===== src/rtl/muldiv_ctrl.sv =====
// HI/LO register file and sequencer for an iterative multiply/divide execution unit.
// MTHI/MTLO, multiply-by-zero and divide-by-zero finish in IDLE; everything else goes through WAIT.
module muldiv_ctrl #(
    parameter int TIMEOUT = 40
) (
    input  logic        clk,
    input  logic        rst_n,
    input  logic        op_valid,
    input  logic [2:0]  op_code,
    input  logic [31:0] op_a,
    input  logic [31:0] op_b,
    output logic        op_ready,
    input  logic        flush,
    input  logic        mf_req,
    input  logic        mf_sel,
    output logic [31:0] mf_data,
    output logic        stall,
    output logic        eu_start,
    output logic        eu_is_div,
    output logic        eu_signed,
    output logic [31:0] eu_a,
    output logic [31:0] eu_b,
    output logic        eu_abort,
    input  logic        eu_done,
    input  logic [31:0] eu_hi,
    input  logic [31:0] eu_lo,
    output logic        timeout_err
);

    localparam logic [2:0] OP_MULT  = 3'b000;
    localparam logic [2:0] OP_MULTU = 3'b001;
    localparam logic [2:0] OP_DIV   = 3'b010;
    localparam logic [2:0] OP_DIVU  = 3'b011;
    localparam logic [2:0] OP_MTHI  = 3'b100;
    localparam logic [2:0] OP_MTLO  = 3'b101;

    // Counter is cleared on entry, so it holds k-1 during the k-th WAIT cycle.
    localparam logic [5:0] CNT_LIMIT = 6'(TIMEOUT - 1);

    typedef enum logic {
        ST_IDLE = 1'b0,
        ST_WAIT = 1'b1
    } state_t;

    state_t      state_reg;
    state_t      state_next;

    logic [31:0] hi_reg;
    logic [31:0] hi_next;
    logic [31:0] lo_reg;
    logic [31:0] lo_next;
    logic [5:0]  cnt_reg;
    logic [5:0]  cnt_next;
    logic        start_pend_reg;
    logic        terr_reg;
    logic [31:0] eu_a_reg;
    logic [31:0] eu_b_reg;
    logic        eu_is_div_reg;
    logic        eu_signed_reg;

    logic        op_reserved;
    logic        op_is_mul;
    logic        op_is_div;
    logic        op_accept;
    logic        mul_trivial;
    logic        div_by_zero;
    logic        launch;

    logic        in_wait;
    logic        wait_flush;
    logic        wait_done;
    logic        wait_timeout;

    // Operation decode and acceptance
    always_comb begin
        op_reserved = (op_code[2:1] == 2'b11);
        op_is_mul   = (op_code == OP_MULT) || (op_code == OP_MULTU);
        op_is_div   = (op_code == OP_DIV) || (op_code == OP_DIVU);
        op_accept   = op_valid && (state_reg == ST_IDLE) && !flush && !op_reserved;
        mul_trivial = op_is_mul && ((op_a == 32'd0) || (op_b == 32'd0));
        div_by_zero = op_is_div && (op_b == 32'd0);
        launch      = op_accept && (op_is_mul || op_is_div) && !mul_trivial && !div_by_zero;
    end

    // WAIT exit causes; flush has priority over both completion and timeout
    always_comb begin
        in_wait      = (state_reg == ST_WAIT);
        wait_flush   = in_wait && flush;
        wait_done    = in_wait && !flush && eu_done;
        wait_timeout = in_wait && !flush && !eu_done && (cnt_reg == CNT_LIMIT);
    end

    always_ff @(posedge clk or negedge rst_n) begin
        if (!rst_n) begin
            state_reg <= ST_IDLE;
        end else begin
            state_reg <= state_next;
        end
    end

    always_comb begin
        state_next = state_reg;
        case (state_reg)
            ST_IDLE: begin
                if (launch) begin
                    state_next = ST_WAIT;
                end
            end
            ST_WAIT: begin
                if (wait_flush || wait_done || wait_timeout) begin
                    state_next = ST_IDLE;
                end
            end
            default: state_next = ST_IDLE;
        endcase
    end

    always_comb begin
        op_ready    = (state_reg == ST_IDLE);
        stall       = in_wait && (mf_req || (op_valid && !op_reserved));
        eu_abort    = wait_flush || wait_timeout;
        eu_start    = in_wait && start_pend_reg && !eu_abort;
        mf_data     = mf_sel ? hi_reg : lo_reg;
        eu_a        = eu_a_reg;
        eu_b        = eu_b_reg;
        eu_is_div   = eu_is_div_reg;
        eu_signed   = eu_signed_reg;
        timeout_err = terr_reg;
    end

    // HI/LO update: IDLE-completed ops or a clean unit result
    always_comb begin
        hi_next = hi_reg;
        lo_next = lo_reg;
        if (op_accept) begin
            case (op_code)
                OP_MTHI: hi_next = op_a;
                OP_MTLO: lo_next = op_a;
                OP_MULT, OP_MULTU: begin
                    if (mul_trivial) begin
                        hi_next = 32'd0;
                        lo_next = 32'd0;
                    end
                end
                default: begin
                    hi_next = hi_reg;
                    lo_next = lo_reg;
                end
            endcase
        end else if (wait_done) begin
            hi_next = eu_hi;
            lo_next = eu_lo;
        end
    end

    always_comb begin
        cnt_next = cnt_reg;
        if (launch) begin
            cnt_next = 6'd0;
        end else if (in_wait) begin
            cnt_next = cnt_reg + 6'd1;
        end
    end

    always_ff @(posedge clk or negedge rst_n) begin
        if (!rst_n) begin
            hi_reg         <= 32'd0;
            lo_reg         <= 32'd0;
            cnt_reg        <= 6'd0;
            start_pend_reg <= 1'b0;
            terr_reg       <= 1'b0;
            eu_a_reg       <= 32'd0;
            eu_b_reg       <= 32'd0;
            eu_is_div_reg  <= 1'b0;
            eu_signed_reg  <= 1'b0;
        end else begin
            hi_reg         <= hi_next;
            lo_reg         <= lo_next;
            cnt_reg        <= cnt_next;
            start_pend_reg <= launch;
            if (wait_timeout) begin
                terr_reg <= 1'b1;
            end
            // Operands stay frozen for the whole WAIT; only a new launch reloads them.
            if (launch) begin
                eu_a_reg      <= op_a;
                eu_b_reg      <= op_b;
                eu_is_div_reg <= op_is_div;
                eu_signed_reg <= ~op_code[0];
            end
        end
    end

    a_start_abort_excl: assert property (@(posedge clk) disable iff (!rst_n)
        !(eu_start && eu_abort));

    a_start_single: assert property (@(posedge clk) disable iff (!rst_n)
        eu_start |=> !eu_start);

endmodule

===== config.mk =====
export PLATFORM = sky130hd
export DESIGN_NAME = muldiv_ctrl
export DESIGN_NICKNAME = d
export VERILOG_FILES = /design/src/rtl/muldiv_ctrl.sv
export SDC_FILE = /design/constraint.sdc
export NUM_CORES = 1
export LEC_CHECK = 0
export ABC_AREA = 1
export CAP_MARGIN = 20
export CORE_ASPECT_RATIO = 0.75
export CORE_UTILIZATION = 25
export DETAILED_ROUTE_END_ITERATION = 6
export GPL_TIMING_DRIVEN = 0
export PLACE_DENSITY = 0.58
export SKIP_LAST_GASP = 1
export SLEW_MARGIN = 20
export SYNTH_ARGS = -nofsm -noshare
export SYNTH_HDL_FRONTEND = slang
export SYNTH_SLANG_ARGS = --single-unit

===== constraint.sdc =====
create_clock -name clk -period 2 [get_ports clk]
set_input_delay 0.2 -clock clk [delete_from_list [all_inputs] [get_ports clk]]
set_output_delay 0.2 -clock clk [all_outputs]
set_load 0.01 [all_outputs]

# --- Word level (Yosys, flattened, before mapping) ---
# Index checks and enable logic that the tools add are counted.
classes:
  addsub: 1
  n_eq_ne: 10
  mux: 13
  n_bitwise: 2
  reduce_logical: 39
ops:
  columns: ["cell", "count"]
  rows:
  - ["$mux W32", 6]
  - ["$pmux W32 S2", 2]
  - ["$logic_not A32 Y1", 2]
  - ["$logic_and A1 B1 Y1", 17]
  - ["$mux W6", 2]
  - ["$logic_or A1 B1 Y1", 8]
  - ["$add A6 B1 Y6 const B", 1]
  - ["$eq A3 B2 Y1 const B", 2]
  - ["$eq A3 B3 Y1 const B", 2]
  - ["$eq A6 B6 Y1 const B", 1]
  - ["$logic_not A1 Y1", 6]
  - ["$ne A3 B1 Y1 const B", 2]
  - ["$reduce_and A3 Y1", 2]
  - ["$reduce_bool A2 Y1", 2]
  - ["$eq A3 B1 Y1 const B", 1]
  - ["$logic_not A3 Y1", 1]
  - ["$ne A3 B3 Y1 const B", 1]
  - ["$eq A2 B2 Y1 const B", 1]
  - ["$mux W1", 2]
  - ["$not A1 Y1", 2]
  - ["$pmux W1 S2", 1]
  - ["$reduce_or A2 Y1", 1]
totals:
  ff_bits: 139
  in_bits: 138
  output_inout_bits: 103
  wordCells: 75

# --- Longest topological paths before layout ---
# Gate-level depths: netlist of run 1.
depth:
  depth_word: 9
  depth_mapped: 13
  mapped_depth_nobuf: 11

# --- Least setup slack after synthesis of run 1 ---
# No wires, ideal clock.
synth_timing:
  kind: "register to register"
  start: "register state_reg (netlist: in_wait)"
  end: "register eu_a_reg[12] (netlist: eu_a[12])"
  setup_ns: 0.117
  arrival_ns: 1.568
  required_ns: 1.883
  setup_slack_ns: 0.315
  path_stages_with_launch: 11
  path_buffers: 3
  synth_period_minus_slack_ns: 1.685
  path_cell_list: "dfrtp_1 -> buf_2 -> inv_4 -> nand4_2 -> or2_1 -> nor2_2 -> nand2_2 -> buf_6 -> buf_6 -> nand2_1 -> nand2_1"
synth_via:
  elab_chain_cells: 7
synth_lines:
  columns: ["item", "line_no", "rtl"]
  rows:
  - ["start: declaration", "45", "state_t state_reg;"]
  - ["start signal: assignment", "97", "state_reg <= state_next;"]
  - ["$not A1 Y1", null, null]
  - ["via op_ready", "12", "output logic op_ready,"]
  - ["$logic_and A1 B1 Y1 (3 in series)", "79", "op_accept = op_valid && (state_reg == ST_IDLE) && !flush && !op_reserved;"]
  - ["$logic_and A1 B1 Y1 (3 in series)", "82", "launch = op_accept && (op_is_mul || op_is_div) && !mul_trivial && !div_by_zero;"]
  - ["end signal: assignment", "186", "eu_a_reg <= op_a;"]
  - ["end: declaration", "56", "logic [31:0] eu_a_reg;"]
# The timed path passes the listed nets, and every way through them passes these cells.
# A chain may end at the register's enable or synchronous reset.

# --- Worst setup path after layout of run 1 ---
layout_timing:
  start: "input op_a[8]"
  end: "register hi_reg[31]"
layout_via:
  elab_chain_cells: 5
layout_lines:
  columns: ["item", "line_no", "rtl"]
  rows:
  - ["start: declaration", "10", "input logic [31:0] op_a,"]
  - ["$logic_not A32 Y1", "80", "mul_trivial = op_is_mul && ((op_a == 32'd0) || (op_b == 32'd0));"]
  - ["$logic_or A1 B1 Y1", "80", null]
  - ["$logic_and A1 B1 Y1", "80", null]
  - ["$ne A3 B3 Y1 (no line)", null, null]
  - ["$reduce_and A3 Y1 (no line)", null, null]
  - ["end signal: assignment", "177", "hi_reg <= hi_next;"]
  - ["end: declaration", "48", "logic [31:0] hi_reg;"]
# No other way between the ends.

==> results.md, run 1 <==
- Post-synth EDFFs: 0
- Cell Area, Placed: 9890 um2
- Data arrival, critical path: 2.25 ns
- Worst Path Required: 2.36 ns
- Clock Pin Slew Worst Setup and Hold Paths: 0.06 ns
- Min Clock Period, post-route: 1.90 ns
- Crit Reg-Reg Startpoint: in_wait
- Library cells used by synthesis: 30
- CP cell instances: clkdlybuf4s50_1 -> inv_1 -> nand2_1 -> nor2_1 -> nand2_1 -> nor2_2 -> nand2_1 -> nand3_1 -> buf_4 -> buf_2 -> nand4_1 -> nand2_1
- Power Density: 892 nW/um2
- Num CTS Buffers: 17
- Count leader, synth: nand2_1
- Largest net degree at the start of global routing: 81
- Gr ovfl total: 0
- Synth Instances: 924
- Via density: 4.58
- Fin cells: 1549
- CP Max Fanout: 10
- Worst reg2reg path depth: 10
- CP Launch Type: input port
- Reg-to-reg critical path endpoint: eu_a[20]
- Pre-CTS setup slack: -0.841 ns
- Clock Path Buffers: 2
- Crit path kind: in -> reg
- Row cnt: 52
- VDD IR-drop max: 0.000565 V
- Finish-stage setup viols: 0
- H-tree levels: 4
- Area growth from synthesis to layout: 51.7%
- Top cell type by total area after synthesis: dfrtp_1
- Clk_lat worst skew: 0.43 ns
- Starting Density: 25.8%
- Setup TNS Final: 0 ns
- WP buf/inv: 4
- Cell mode on critical path: nand2_1
- Fin crit share: 95.0%
- Final worst setup slack: 0.100 ns
- RSZ-0062 raised after global routing: yes
- Hold endpoint: eu_a[31]
- Final GP Congestion: 0.860
- Routed met2 length: 11200 um
- Post-route cell area: 10700 um2
- Synth Register Bits: 139
- Post-route DRC: 0
- Status: completed
- Mapped cell area: 7020 um2
- Synth async-reset ratio: 100%
- Global Route Usage Sum: 18.7%
- Rel. slew slack: 58.8%
- Final Skew: 0.0117 ns
- Wire per inst: 17.1 um
- Max incr delay on CP: 0.50 ns
- Die Y: 147 um
- Reg2Reg Setup Slack: 0.12 ns
- Delay-heaviest family, CP: buffers and inverters
- Syn Nets: 1063
- Syn_area_per_cell: 7.60 um2
- Endpoint type of the worst setup path: register
- Max-cap violation count: 0
- Actual slew at the worst max-slew pin: 0.618 ns
- Worst hold margin: 0.208 ns
- Top cells by area, synth: dfrtp_1, nand2_1, nand3_1
- Leak Pwr: 5.39 nW
- Routed metal-1 wirelength: 12900 um
- HP Class: in -> reg
- Hold depth: 3
- Max Slew Vio Count: 0
- Post-DP HPWL: 19900 um
- Iteration-0 DRC Markers: 481
- Main flop type after synthesis: dfrtp_1
- Layout cells sized above 1: 8.68%
- Synth cell count leaders: nand2_1, dfrtp_1, nand3_1, nor2_1, nand4_1
- CTS root buf: clkbuf_16
- Final Hold Vio Count: 0
- DP Cell Count: 1515
- Hold_sp: op_a[31]
- Met3 WL: 2170 um
- Initial antenna violation count: 0
- Uppermost layer routed: met4
- CTS Sinks: 139
- CTS tree: yes
- Via count: 7091
- Core Region: 27300 um2
- Vias in the first global route: 6994
- # diodes: 0
- Yosys top cell area share: 49.5%
- Yosys warning count: 0
- Total Power: 9.50 mW
- Nets: 1325
- Drt pass-1 iters: 7
- Ports: 241
- Register area share after synthesis: 49.5%
- First-pass GRT wire length: 40700 um
- Overall routed net length: 26500 um
- Area of the die: 28800 um2
- Routed Antenna Nets: 0
- Die W: 196 um
- Crit-path slowest cell: clkdlybuf4s50_1
- # port buffers: 239
- Max Fclk: 526 MHz
- Final core utilization: 39.1%
==> power by group <==
part | internal [mW] | total, mW | switching, mW
clock network | 1.89 | 3.13 | 1.24
logic | 1.40 | 2.65 | 1.25
registers | 3.39 | 3.73 | 0.337
total | 6.68 | 9.50 | 2.83
==> metal layers <==
metal	vias up	global-route usage, %
li1	3458	-
met1	3353	27.2
met2	259	27.0
met3	21	5.51
met4	0	4.09
met5	-	0
==> final cells by class <==
class                           count  area [um2]
Fill cell                        2847       16600
Sequential cell                   139        3480
Multi-Input combinational cell    691        3200
Timing Repair Buffer              243        2460
Clock buffer                       20         457
Tap cell                          351         439
Buffer                             58         363
Inverter                           36         138
Clock inverter                     11         120
==> worst min-delay path: cells and delay by family <==
family	cells	cell delay (ns)
buf+inv	1	0.22
simple gates	2	0.17
==> cells by family after synthesis <==
logic type                 count (synthesis)  synth area share, %
AOI/OAI and AO/OA                          6                0.481
xor gates and xnor gates                   4                0.499
adders and majority gates                  1                0.178
buffers and inverters                     94                 5.88
DFF                                      139                 49.5
muxes                                     33                 5.27
and+or+nand+nor                          647                 38.2
==> what timing repair did <==
item / in CTS / in global routing
setup buffers: 1 / 1
gates resized for setup: 36 / 46
endpoints found under the hold margin: 59 / 0
hold buffers: 1 / 0
pin swaps: 1 / 3
setup endpoints to repair: 137 / 122
gates cloned: 0 / 0
==> layout by cell type, fill, tap and decap left out, drive strengths merged, types with 3 or more instances in the layout <==
master,instances
nor3,3
clkinvlp,3
inv,37
clkdlybuf4s50,234
nand2,457
mux2,32
nor2,43
dfrtp,139
clkinv,5
nand4,36
buf,37
nand3,101
and2,5
clkbuf,45
==> worst max path at each step <==
stage,start,end,slack [ns],depth (start not counted)
floorplan,in_wait,eu_a[12],0.31,10
global placement,rst_n,eu_b[16],-5.33,1
detailed placement,op_a[14],eu_a[12],-0.84,12
CTS,op_a[14],eu_b[6],-0.004,12
global route,in_wait,eu_start,-0.03,7
finish,op_a[8],hi_reg[31],0.10,12
Note: power is estimated with default switching activity, not from simulation.
==> run 2, diff against run 1 <==
--- a/config.mk
+++ b/config.mk
@@ -6,7 +6,6 @@
 export NUM_CORES = 1
 export LEC_CHECK = 0
 export ABC_AREA = 1
-export CAP_MARGIN = 20
 export CORE_ASPECT_RATIO = 0.75
 export CORE_UTILIZATION = 25
 export DETAILED_ROUTE_END_ITERATION = 6
==> results of run 2 <==
Same layout as run 1: the final DEF is identical, and so are final timing and power.
==> run 3, diff against run 2 <==
--- a/config.mk
+++ b/config.mk
@@ -11,7 +11,6 @@
 export DETAILED_ROUTE_END_ITERATION = 6
 export GPL_TIMING_DRIVEN = 0
 export PLACE_DENSITY = 0.58
-export SKIP_LAST_GASP = 1
 export SLEW_MARGIN = 20
 export SYNTH_ARGS = -nofsm -noshare
 export SYNTH_HDL_FRONTEND = slang
==> results.md, run 3 (synthesis results as in run 1) <==
- Status: completed
- Crit path kind: in -> reg
- Initial antenna violation count: 0
- Gr ovfl total: 0
- VDD IR-drop max: 0.000565 V
- Worst hold margin: 0.209 ns
- Clk_lat worst skew: 0.43 ns
- CTS Sinks: 139
- Actual slew at the worst max-slew pin: 0.630 ns
- Global Route Usage Sum: 18.7%
- Die Y: 147 um
- RSZ-0062 raised after global routing: yes
- Routed Antenna Nets: 0
- Vias in the first global route: 6994
- Largest net degree at the start of global routing: 81
- Hold depth: 3
- Finish-stage setup viols: 0
- Final core utilization: 39.1%
- Clock Path Buffers: 2
- Final Hold Vio Count: 0
- Nets: 1325
- Commonest non-fill, non-tap cell in the layout: nand2_1
- Power Density: 892 nW/um2
- Post-DP HPWL: 19900 um
- CP Launch Type: input port
- Max Slew Vio Count: 0
- Post-route cell area: 10700 um2
- Via density: 4.57
- Final Skew: 0.0124 ns
- Total Power: 9.51 mW
- Fin cells: 1549
- Crit Reg-Reg Startpoint: in_wait
- Reg2Reg Setup Slack: 0.13 ns
- Core Region: 27300 um2
- Max-cap violation count: 0
- CTS tree: yes
- Hold endpoint: eu_a[31]
- Final worst setup slack: 0.105 ns
- Most frequent cells in the layout: nand2_1, clkdlybuf4s50_1, dfrtp_1
- Endpoint type of the worst setup path: register
- Worst reg2reg path depth: 10
- Fin crit share: 94.8%
- Reg-to-reg critical path endpoint: eu_a[19]
- Clock Pin Slew Worst Setup and Hold Paths: 0.06 ns
- Drt pass-1 iters: 5
- Area of the die: 28800 um2
- Data arrival, critical path: 2.25 ns
- Cell Area, Placed: 9890 um2
- Via count: 7084
- CP Max Fanout: 10
- Min Clock Period, post-route: 1.90 ns
- CTS root buf: clkbuf_16
- Overall routed net length: 26500 um
- Area growth from synthesis to layout: 51.8%
- DP Cell Count: 1515
- Setup TNS Final: 0 ns
- Starting Density: 25.8%
- HP Class: in -> reg
- First-pass GRT wire length: 40700 um
- Row cnt: 52
- Layout cells sized above 1: 8.68%
- Hold_sp: op_a[31]
- Max Fclk: 528 MHz
- Pre-CTS setup slack: -0.841 ns
- Post-route DRC: 0
- # port buffers: 239
- Ports: 241
- # diodes: 0
- Worst Path Required: 2.36 ns
- Iteration-0 DRC Markers: 505
- Wire per inst: 17.1 um
- Die W: 196 um
- H-tree levels: 4
- Final GP Congestion: 0.860
- Rel. slew slack: 58.0%
- Num CTS Buffers: 17
- Leak Pwr: 5.39 nW
run 3: cell count changes in the layout (fill, tap and decap cells not counted):
cell	change
inv_4	-1
buf_2	-1
clkbuf_4	+1
inv_6	+1
run 3: area by class of cell:
class	instances	area (um2)
Buffer	58	365
Clock buffer	20	457
Clock inverter	11	120
Fill cell	2845	16600
Inverter	36	140
Multi-Input combinational cell	691	3200
Sequential cell	139	3480
Tap cell	351	439
Timing Repair Buffer	243	2460
run 3: routing by layer:
layer / vias up / wire [um] / global-route usage (%)
li1: 3456 / - / -
met1: 3359 / 12900 / 27.2
met2: 248 / 11200 / 27.0
met3: 21 / 2130 / 5.51
met4: 0 / 278 / 4.09
met5: - / 0 / 0
run 3: report_power, final:
group | internal, mW | total, mW | leakage (nW) | switching [mW]
Sequential | 3.39 | 3.73 | 1.75 | 0.337
Clock | 1.89 | 3.14 | 0.278 | 1.25
Combinational | 1.40 | 2.65 | 3.36 | 1.25
Total | 6.68 | 9.51 | 5.39 | 2.83
run 3: critical path, stage by stage:
cell             delay, ns
clkdlybuf4s50_1       0.51
inv_1                 0.09
nand2_1               0.05
nor2_1                0.15
nand2_1               0.09
nor2_2                0.18
nand2_1               0.12
nand3_1               0.18
buf_4                 0.21
buf_2                 0.24
nand4_1               0.13
nand2_1               0.11
run 3: worst max-delay path by stage:
stage               startpoint    endpoint
global route        cnt_reg[0]    eu_start
floorplan              in_wait    eu_a[12]
finish                 op_a[8]  hi_reg[31]
detailed placement    op_a[14]    eu_a[12]
CTS                    in_wait  lo_reg[28]
global placement         rst_n    eu_b[16]
run 3: what timing repair did:
item	CTS	global route
hold buffers	1	0
endpoints found under the setup margin	137	115
endpoints found under the hold margin	59	0
buffers inserted	1	1
pin swaps	1	3
resized for setup	37	46
==> variant 1, RTL diff (flow settings as in run 2) <==
Register the output `timeout_err`, cleared by the reset; this adds one clock of latency there. The other outputs are not delayed to match.
--- a/src/rtl/muldiv_ctrl.sv
+++ b/src/rtl/muldiv_ctrl.sv
@@ -42,6 +42,8 @@
         ST_WAIT = 1'b1
     } state_t;
 
+    logic timeout_err_d;
+
     state_t      state_reg;
     state_t      state_next;
 
@@ -125,7 +127,7 @@
         eu_b        = eu_b_reg;
         eu_is_div   = eu_is_div_reg;
         eu_signed   = eu_signed_reg;
-        timeout_err = terr_reg;
+        timeout_err_d = terr_reg;
     end
 
     // HI/LO update: IDLE-completed ops or a clean unit result
@@ -197,4 +199,12 @@
     a_start_single: assert property (@(posedge clk) disable iff (!rst_n)
         eu_start |=> !eu_start);
 
+    always_ff @(posedge clk or negedge rst_n) begin
+        if (!rst_n) begin
+            timeout_err <= '0;
+        end else begin
+            timeout_err <= timeout_err_d;
+        end
+    end
+
 endmodule
Formal check against the unedited RTL: same outputs for any inputs over 4 cycles, from zero or initial values and one cycle with rst_n low; that may be too few to reach the edited logic, so the function may still have changed.
==> variant 1 against run 2 <==
  * Combinational power is essentially flat
  * Total power grew 5.1%
  * Largest cell class unchanged
  * Sequential share of layout area shrank 0.17 points
  * Worst hold slack gained 0.071 ns
  * Worst setup slack gained 0.0090 ns
  * Non-clock buffer count grew 2
  * Synthesized area grew 0.36%
  * Sequential cell count grew 1
  * Design area grew 1.2%
  * Wire length grew 0.70%
==> variant 1: results (changes against run 2) <==
| Metric | Value |
|---|---|
| Status | `finished, final reports clean` |
| Critical Path Slowest Stage Cell | `dfrtp_1` |
| Layout cells sized above 1 | `9.15% (+0.47 points)` |
| Worst vdd ir | `0.562 mV (-0.43%)` |
| Post-Place Cell Area | `0.00991 mm² (+0.25%)` |
| Largest net degree at the start of global routing | `88 (+8.6%)` |
| Netlist cell types | `30 (unchanged)` |
| Routed WL | `26,700 µm (+0.70%)` |
| Clk_lat worst skew | `0.44 ns` |
| Post-Syn Nets | `1,064 (+0.094%)` |
| Worst hold-check path type | `in2async` |
| First-pass GRT wire length | `40,600 µm (-0.44%)` |
| Slew Limit Headroom | `65.4% (+6.6 points)` |
| Synth cell count leaders | `456 x nand2_1, 140 x dfrtp_1, 101 x nand3_1` |
| Final GP Congestion | `0.900 (+4.6%)` |
| Vias in the first global route | `6,998 (+0.057%)` |
| Synth area leaders | `dfrtp_1 50%, nand2_1 24%, nand3_1 7.2%` |
| 1st-pass router iterations | `5 (-2)` |
| Switching power | `2.89 mW (+2.1%)` |
| Filler cell count | `2,851 (+0.14%)` |
| Leakage | `5.45 nW (+1.2%)` |
| Final nets | `1,328 (+0.23%)` |
| Post-synthesis sequential area ratio | `49.7% (+0.18 points)` |
| Clock Skews | `0.0159 ns (+0.00422 ns)` |
| DR iter-0 viols | `496 (+3.1%)` |
| Gr usage total | `18.6% (-0.073 points)` |
| Post-Synth XOR/XNOR Area | `0.497% (-0.0018 points)` |
| Crit-path leading delay family | `simple AND/OR/NAND/NOR gates` |
| Adder-Cell Fraction of Synth Area | `0.178% (-0.00063 points)` |
| HPWL Detailed | `19,900 µm (about the same)` |
| Multiplexer area fraction after synthesis | `5.25% (-0.019 points)` |
| Largest stage delay, worst path | `0.36 ns (-0.14 ns)` |
[variant 1: changes by cell type after synthesis, sizes merged]
cell	run 2	this run
dfrtp	139	140
[variant 1: path summary, 6_finish.rpt]
path	startpoint	to	slack, ns
max	in_wait$_DFF_PN0_	eu_a[20]$_DFFE_PN0P_	0.11
min	rst_n	lo_reg[22]$_DFFE_PN0P_	0.28
max reg2reg	in_wait$_DFF_PN0_	eu_a[20]$_DFFE_PN0P_	0.11
min reg2reg	terr_reg$_DFFE_PN0N_	timeout_err$_DFF_PN0_	0.42
max in group asynchronous	rst_n	eu_b[22]$_DFFE_PN0P_	0.90
min in group clk	op_a[31]	eu_a[31]$_DFFE_PN0P_	0.32
[variant 1: worst reg2reg max path, cell delays in order, from the launching register on]
cell	delay, ns
dfrtp_1	0.36
clkbuf_4	0.17
inv_4	0.11
nand4_4	0.16
or2_4	0.29
nor2_4	0.15
nand2_4	0.10
buf_6	0.16
buf_6	0.16
nand2_1	0.07
nand2_1	0.05
[variant 1: metrics by stage]
stage                     power [mW]  std cells  setup slack [ns]  utilization, %
after floorplan                 4.80        925             0.315               -
after global placement          6.35       1515             -5.28            36.2
after detailed placement        6.39       1516            -0.817            36.3
after CTS                       10.1       1550           0.00677            39.1
after global routing            10.5       1553           -0.0353            39.5
final                           9.99       1553             0.109            39.5
[variant 1: cells by family after synthesis]
family	count (synthesis)
xor+xnor	4
buf+inv	94
compound gates	6
flops	140
mux	33
simple gates	647
fa+ha+maj	1
[variant 1: layout make-up]
class                   instances  area share (%)
clock inverters                12            1.93
flip-flops and latches        140            32.5
multi-input cells             691            29.7
plain buffers                  58            3.41
inverters                      36            1.28
clock buffers                  20            4.23
repair buffers                245            22.9
well taps                     351            4.07
[variant 1: routing by layer]
metal,vias up,share of wire [%],global-route usage [%]
li1,3466,-,-
met1,3400,48,26.8
met2,263,43,27.6
met3,16,7.9,4.91
met4,0,0.97,4.65
met5,-,0,0
[variant 1: repair_timing]
action,4_1_cts,5_1_grt
gates cloned,0,0
endpoints found under the setup margin,153,136
pin swaps,2,3
buffers inserted,1,3
endpoints found under the hold margin,53,0
resized for setup,37,54
hold buffers,1,0
[variant 1: power groups by stage]
stage               Sequential (mW)  Combinational, mW  Clock, mW
finish                         3.73               2.64       3.62
global route                   3.80               2.89       3.79
CTS                            3.73               2.65       3.69
detailed placement             3.77               2.62          0
global placement               3.77               2.59          0
floorplan                      3.82              0.975          0
==> variant 2, RTL diff (settings of run 2) <==
Without the edit above. Set the parameter `TIMEOUT` to 20 (it was 40).
--- a/src/rtl/muldiv_ctrl.sv
+++ b/src/rtl/muldiv_ctrl.sv
@@ -1,7 +1,7 @@
 // HI/LO register file and sequencer for an iterative multiply/divide execution unit.
 // MTHI/MTLO, multiply-by-zero and divide-by-zero finish in IDLE; everything else goes through WAIT.
 module muldiv_ctrl #(
-    parameter int TIMEOUT = 40
+    parameter int TIMEOUT = 20
 ) (
     input  logic        clk,
     input  logic        rst_n,
Check against the original RTL: same outputs for any inputs over 4 cycles, from zero or initial values and one cycle with rst_n low; that may be too few to reach the edited logic, so the function may still have changed.
==> variant 2 against run 2 <==
  * Worst setup slack got worse by 0.065 ns
  * Via count grew 1.6%
  * Total power rose by 0.69%
  * Sequential share of layout area fell by 0.30 points
  * Sequential cell count did not move
  * Wire length increased by 2.6%
  * Largest power group unchanged
  * Global-route usage is 0.28 points higher
  * First-iteration DRC count is 8.3% lower
  * Design area increased by 0.93%
  * Largest cell class unchanged
  * Synthesized area up 0.37%
==> variant 2: results (changes against run 2) <==
| Metric | Value |
|---|---|
| Status | `finished, final reports clean` |
| Switching power | `2.87 mW (+1.6%)` |
| Reg clk slew, reported paths | `0.06 ns (about the same)` |
| Critical path arrival | `1.76 ns (-0.49 ns)` |
| DR iter-0 viols | `441 (-8.3%)` |
| Post-synthesis sequential area ratio | `49.3% (-0.18 points)` |
| Adder-Cell Fraction of Synth Area | `0.177% (-0.00066 points)` |
| Layout Cells excl Fill | `1,566 (+1.1%)` |
| First-pass GRT wire length | `41,400 µm (+1.7%)` |
| R2R depth | `10 (unchanged)` |
| Final nets | `1,341 (+1.2%)` |
| Synth cell count leaders | `453 x nand2_1, 139 x dfrtp_1, 102 x nand3_1` |
| Largest net degree at the start of global routing | `72 (-11%)` |
| Gr usage total | `19.0% (+0.28 points)` |
| DR vias/cell | `4.60 (+0.50%)` |
| Final GP Congestion | `0.888 (+3.2%)` |
| Leakage | `5.45 nW (+1.1%)` |
| Layout cells sized above 1 | `12.8% (+4.1 points)` |
| Worst vdd ir | `0.502 mV (-11%)` |
| Port bufs | `239 (unchanged)` |
| Filler cell count | `2,878 (+1.1%)` |
| Clock Skews | `0.00901 ns (-0.00268 ns)` |
| Post-Synth XOR/XNOR Area | `0.497% (-0.0019 points)` |
| Ys flop type | `dfrtp_1` |
| Clk_lat worst skew | `0.42 ns` |
| HPWL Detailed | `20,100 µm (+1.5%)` |
| DP Worst Slack | `-0.892 ns (-0.0508 ns)` |
| Asr flop ratio synth | `100% (unchanged)` |
| Mean routed wirelength per cell | `17.3 µm (+1.5%)` |
| Multiplexer area fraction after synthesis | `5.25% (-0.020 points)` |
| Mean post-synth cell area | `7.59 µm² (-0.17%)` |
| CTS H-tree depth | `4 (unchanged)` |
| Synth Area in Compound Gates | `0.603% (+0.12 points)` |
| Slew Limit Headroom | `62.3% (+3.5 points)` |
| 1st-pass router iterations | `5 (-2)` |
| CP max FO | `3 (-7)` |
| Netlist cell types | `29 (-3.3%)` |
| Ys Warns | `0 (unchanged)` |
| Clock Root Buffer | `clkbuf_16` |
| Longest Clk Path Bufs | `2 (unchanged)` |
| Worst hold-check path type | `in2reg` |
| Placed insts | `1,520 (+0.33%)` |
| Final hold violation count | `0 (unchanged)` |
| Initial antenna violation count | `2 (+2)` |
| WHS Path Cells | `3 (unchanged)` |
| Synth area leaders | `dfrtp_1 49%, nand2_1 24%, nand3_1 7.2%` |
| Post-Syn Nets | `1,068 (+0.47%)` |
| Vias in the first global route | `7,111 (+1.7%)` |
-- variant 2: area by class of cell --
class	count	area share, %
Timing Repair Buffer	254	23.5
Multi-Input combinational cell	689	29.8
Antenna cell	1	0.0233
Tap cell	351	4.08
Clock buffer	20	4.15
Buffer	58	3.43
Inverter	43	1.52
Clock inverter	11	1.13
Sequential cell	139	32.3
-- variant 2: kinds of logic after synthesis --
logic type	Yosys count
fa+ha+maj	1
flops	139
compound gates	7
xor+xnor	4
mux	33
simple gates	644
buf+inv	101
-- variant 2: power groups by stage --
stage	combinational, mW	sequential (mW)	clock (mW)
after floorplan	1.02	3.80	0
final	2.71	3.71	3.14
after global routing	2.96	3.78	3.33
after detailed placement	2.66	3.74	0
after global placement	2.63	3.74	0
after CTS	2.71	3.71	3.21
-- variant 2: critical path, cell delays in order (launching register included) --
cell	delay, ns
dfrtp_1	0.38
ha_2	0.20
inv_2	0.04
nor3_2	0.14
nand3_1	0.10
or2_4	0.25
o21ai_2	0.06
nor2_1	0.05
buf_2	0.13
-- variant 2: path summary, 6_finish.rpt --
check                                             from                     to  slack [ns]
worst max-delay path            cnt_reg[0]$_DFFE_PN0P_               eu_start        0.04
worst min-delay path                           op_a[9]    eu_a[9]$_DFFE_PN0P_        0.17
worst max register to register       in_wait$_DFF_PN0_  hi_reg[4]$_DFFE_PN0P_        0.08
worst min register to register   lo_reg[6]$_DFFE_PN0P_  lo_reg[6]$_DFFE_PN0P_        0.47
max in group asynchronous                        rst_n   eu_b[23]$_DFFE_PN0P_        0.89
min in group asynchronous                        rst_n   eu_a[20]$_DFFE_PN0P_        0.32
-- variant 2: what timing repair did --
action,4_1_cts,5_1_grt
resized for setup,53,45
setup endpoints to repair,156,145
setup buffers,12,3
endpoints found under the hold margin,68,0
pin swaps,5,5
hold buffers,1,0
-- variant 2: per-stage QoR --
stage / cell area [µm²] / setup TNS [ns] / util (%)
after floorplan: 7050 / 0 / -
after global placement: 9880 / -827.30 / 36.2
after detailed placement: 9910 / -90.35 / 36.3
after CTS: 10700 / -0.156 / 39.1
after global routing: 10800 / -0.298 / 39.3
final: 10800 / 0 / 39.4
-- variant 2: layer usage --
layer / global-route usage, % / vias up / routed length (µm)
met5: 0 / - / 13
met4: 3.98 / 2 / 201
met3: 6.66 / 13 / 2500
met2: 27.0 / 308 / 11200
met1: 27.5 / 3391 / 13200
li1: - / 3491 / -
